## src/rtl/coin_key_encoder.sv

```systemverilog
// Coin key front end: synchronises and debounces three coin keys, then issues
// one single-cycle 2-bit coin code per clean press, queuing simultaneous presses.
module coin_key_encoder #(
  parameter int DEB_CYCLES = 20,
  parameter int CNT_W      = 5
) (
  input  logic       Clk,
  input  logic       Reset,
  input  logic [2:0] Key,
  output logic [1:0] Din,
  output logic       Valid,
  output logic [7:0] CoinCnt
);

  localparam logic [CNT_W-1:0] LP_LAST = CNT_W'(DEB_CYCLES - 1);

  logic [2:0]       r_s1;
  logic [2:0]       r_s2;
  logic [2:0]       r_deb;
  logic [2:0]       r_debDly;
  logic [2:0]       r_pend;
  logic [CNT_W-1:0] r_cnt [3];

  logic [2:0] w_rise;
  logic [2:0] w_serve;
  logic [1:0] w_code;
  logic       w_any;

  always_ff @(posedge Clk or negedge Reset) begin
    if (!Reset) begin
      r_s1 <= '0;
      r_s2 <= '0;
    end else begin
      r_s1 <= Key;
      r_s2 <= r_s1;
    end
  end

  // A level is accepted only after differing from deb for DEB_CYCLES cycles.
  always_ff @(posedge Clk or negedge Reset) begin
    if (!Reset) begin
      r_deb <= '0;
      for (int i = 0; i < 3; i++) r_cnt[i] <= '0;
    end else begin
      for (int i = 0; i < 3; i++) begin
        if (r_s2[i] == r_deb[i]) begin
          r_cnt[i] <= '0;
        end else if (r_cnt[i] == LP_LAST) begin
          r_deb[i] <= r_s2[i];
          r_cnt[i] <= '0;
        end else begin
          r_cnt[i] <= r_cnt[i] + 1'b1;
        end
      end
    end
  end

  assign w_rise = r_deb & ~r_debDly;
  assign w_any  = |r_pend;

  always_comb begin
    w_serve = 3'b000;
    w_code  = 2'b00;
    if (r_pend[0]) begin
      w_serve = 3'b001;
      w_code  = 2'b01;
    end else if (r_pend[1]) begin
      w_serve = 3'b010;
      w_code  = 2'b10;
    end else if (r_pend[2]) begin
      w_serve = 3'b100;
      w_code  = 2'b11;
    end
  end

  // A fresh rise on the index being served is kept, so the set term is ORed last.
  always_ff @(posedge Clk or negedge Reset) begin
    if (!Reset) begin
      r_debDly <= '0;
      r_pend   <= '0;
      Din      <= 2'b00;
      Valid    <= 1'b0;
      CoinCnt  <= 8'd0;
    end else begin
      r_debDly <= r_deb;
      r_pend   <= (r_pend & ~w_serve) | w_rise;
      Din      <= w_code;
      Valid    <= w_any;
      CoinCnt  <= CoinCnt + {7'd0, w_any};
    end
  end

endmodule

```

## config.mk

```make
export PLATFORM = sky130hd
export DESIGN_NAME = coin_key_encoder
export DESIGN_NICKNAME = d
export VERILOG_FILES = /design/src/rtl/coin_key_encoder.sv
export SDC_FILE = /design/constraint.sdc
export NUM_CORES = 1
export LEC_CHECK = 0
export BUFFER_PORTS_ARGS = -buffer_cell sky130_fd_sc_hd__buf_2
export CORE_UTILIZATION = 55
export CTS_CLUSTER_SIZE = 40
export DETAILED_ROUTE_END_ITERATION = 8
export PLACE_DENSITY = 0.75
export REMOVE_ABC_BUFFERS = 1
export SETUP_SLACK_MARGIN = 0.2
export SLEW_MARGIN = 30
export SYNTH_ARGS = -nofsm -noshare
export SYNTH_HDL_FRONTEND = slang
export SYNTH_SLANG_ARGS = --single-unit
```

## constraint.sdc

```tcl
create_clock -name Clk -period 3.3 [get_ports Clk]
set_input_delay 0.66 -clock Clk [delete_from_list [all_inputs] [get_ports Clk]]
set_output_delay 0.66 -clock Clk [all_outputs]
set_load 0.05 [all_outputs]
```

==> impl_metrics.py <==
metrics = {
    "status": {
        "outcome": "completed",
    },
    "clock_network": {
        "path_clk_slew_ns": 0.12,
        "post_cts_buffers": 0,
        "numCtsBuffers": 5,
        "cts_root_buf": "clkbuf_4",
        "clockBufferDepth": 2,
        "ctsHoldBuffers": 0,
        "cts.sinks": 41,
        "htreeDepth": 2,
        "clkLatencyLatePin_ns": 0.34,
        "cts_tree": "done",
        "postCtsResizedCells": 0,
    },
    "cells_and_area": {
        "final_cell_mix": "dfrtp_1, nor2_1, buf_2",
        "final_common_cell": "dfrtp_1",
        "final_util": 0.677,
        "stdcell_area_sq_um": 1740,
        "area.growth.synth_to_final_pct": 13.0,
        "nets": 150,
        "drive_gt1_frac": 0.199,
        "n_fill_cell": 205,
        "n_antenna_cell": 0,
    },
    "yosys": {
        "yosysTopAreaCellShare": 0.667,
        "synth_cell_types": 20,
        "yosysWarnings": 0,
        "synth_top_cell_by_area": "dfrtp_1",
        "syn_inst": 118,
        "synthTopCellsByArea": "dfrtp_1, xor2_1, xnor2_1, ha_1, nor2_1",
        "syn_area_per_cell_sq_um": 13.0,
        "syn-cell-area_sq_um": 1540,
        "synth-seq-cells": 41,
        "yosysSeqAreaShare": 0.667,
    },
    "critical_path": {
        "crit_path_max_incr_delay_ns": 0.45,
        "crit_slowest_cell": "dfrtp_1",
        "rrSetupSlack_ns": 1.71,
        "arrival_ns": 1.09,
        "startpoint_type": "register",
        "critPathBufInv": 1,
        "cp_top_family": "flip-flops",
        "critPathKind": "register to primary output",
        "r2r-end": "CoinCnt[6]",
        "r2r_cells": 5,
        "critPathMaxFanout": 5,
        "r2r-start": "r_pend[0]",
        "worst_ep_required_time_ns": 2.64,
        "critical_path.cell_chain": "buf_2",
        "end_kind": "primary output",
    },
    "floorplanning": {
        "start_util": 0.599,
        "rows": 18,
        "dieWidth_um": 54.9,
        "dieHeight_um": 54.9,
        "core_area_sq_um": 2570,
        "design.die.area_sq_um": 3010,
        "pin_count": 16,
    },
    "sta": {
        "hold-worst-slack_ns": 0.266,
        "finalHoldViolCount": 0,
        "rsz0062_at_grt": "no",
        "fmax_ghz": 0.573,
        "worstMarginPinSlew_ns": 0.482,
        "fin_crit_sh": 0.529,
        "finalSetupViolations": 0,
        "period_needed_ns": 1.75,
        "tns_ns": 0,
        "fin_skew_ns": 0.0106,
        "report.final.slew_viol_count": 0,
        "max-slew-margin-rel": 0.678,
    },
    "worst_hold_path": {
        "hp-class": "input port to async pin",
    },
    "routing": {
        "drt_iter0_drc": 8,
        "route.final.wire_length_um": 2080,
        "wl_per_cell_um": 12.1,
        "viasPerCell": 5.04,
        "first_pass_iters": 4,
        "ant_nets": 0,
        "drc": 0,
        "via_count": 862,
    },
    "power": {
        "irDropWorstVdd_uv": 411,
        "p_per_area_nw_per_um2": 511,
        "p_leak_nw": 0.911,
    },
    "place": {
        "place_congestion": 0.735,
        "io_buffer_count": 15,
        "dpl_cell_area_sq_um": 1650,
        "dp_hpwl_um": 1400,
    },
    "run": {
        "max-cap-violations": 0,
    },
    "grt": {
        "grt_pass1_vias": 794,
        "grt_pass1_wl_um": 3550,
        "grt_overflow": 0,
        "grt_antenna_before_repair": 0,
        "grt_max_degree": 42,
        "grtUsageTotal": 0.181,
    },
}
==> kinds of logic after synthesis <==
logic type                 after synthesis  synth area share
DFF                                     41             0.667
and+or+nand+nor                         40             0.126
xor gates and xnor gates                18             0.102
AOI/OAI and AO/OA                        7            0.0325
adders and majority gates                5            0.0407
buffers and inverters                    4           0.00975
muxes                                    3            0.0219
==> cells in the mapped netlist <==
| library cell | number |
|---|---|
| xnor2_1 | 8 |
| nor2b_1 | 1 |
| o21ai_0 | 3 |
| and2_1 | 4 |
| nor2_1 | 14 |
| nand3_2 | 1 |
| nor3_2 | 1 |
| mux2_2 | 3 |
| xor2_1 | 10 |
| ha_1 | 5 |
| inv_1 | 4 |
| and3_1 | 1 |
| or3_1 | 1 |
| o31ai_2 | 1 |
| o31ai_1 | 2 |
| nor3_1 | 3 |
| nand3_1 | 8 |
| dfrtp_1 | 41 |
| a21o_1 | 1 |
| nand2_1 | 6 |
==> cell type report <==
type / instances / area, sq um / area share
clock buffer: 7 / 55.1 / 0.0317
timing repair buffer: 15 / 77.6 / 0.0446
multi-input combinational: 73 / 498 / 0.286
inverter: 4 / 15.0 / 0.00863
clock inverter: 1 / 30.0 / 0.0173
sequential: 41 / 1030 / 0.590
tap: 30 / 37.5 / 0.0216
==> stage by stage <==
| stage | worst slack [ns] | power, W | instances |
|---|---|---|---|
| final | 1.55 | 0.000889 | 171 |
| after global routing | 1.47 | 0.000934 | 171 |
| after floorplan | 1.80 | 0.000549 | 118 |
| after global placement | 1.79 | 0.000564 | 163 |
| after detailed placement | 1.71 | 0.000566 | 163 |
| after CTS | 1.54 | 0.000903 | 171 |
==> flip-flops by register name (all words and copies together), names as in the netlist <==
signal	flops
r_deb	3
r_s1	3
r_debDly	3
r_cnt	15
Din	2
r_pend	3
Valid	1
CoinCnt	8
r_s2	3
==> metal layers <==
metal  routed length, um  track usage  up-vias
li1                    -            -      433
met1                1010        0.228      405
met2                 922        0.263       18
met3                 103       0.0902        6
met4                  35       0.0750        0
met5                   0            0        -
==> power by group <==
part / total, W / leakage, nW / switching, W / internal (W)
registers: 0.000524 / 0.551 / 0.00000958 / 0.000515
logic: 0.0000315 / 0.314 / 0.0000195 / 0.0000120
clock network: 0.000333 / 0.0455 / 0.000152 / 0.000181
==> how the worst max path moves through the flow <==
stage,startpoint,cells past startpoint,end,slack (ns)
floorplan,r_pend[0],5,CoinCnt[4],1.80
global placement,r_pend[0],5,CoinCnt[6],1.79
detailed placement,r_pend[0],5,CoinCnt[6],1.71
CTS,CoinCnt[2],1,CoinCnt[2],1.54
global route,CoinCnt[3],1,CoinCnt[3],1.47
finish,CoinCnt[2],1,CoinCnt[2],1.55
(Power assumes the default switching activity.)
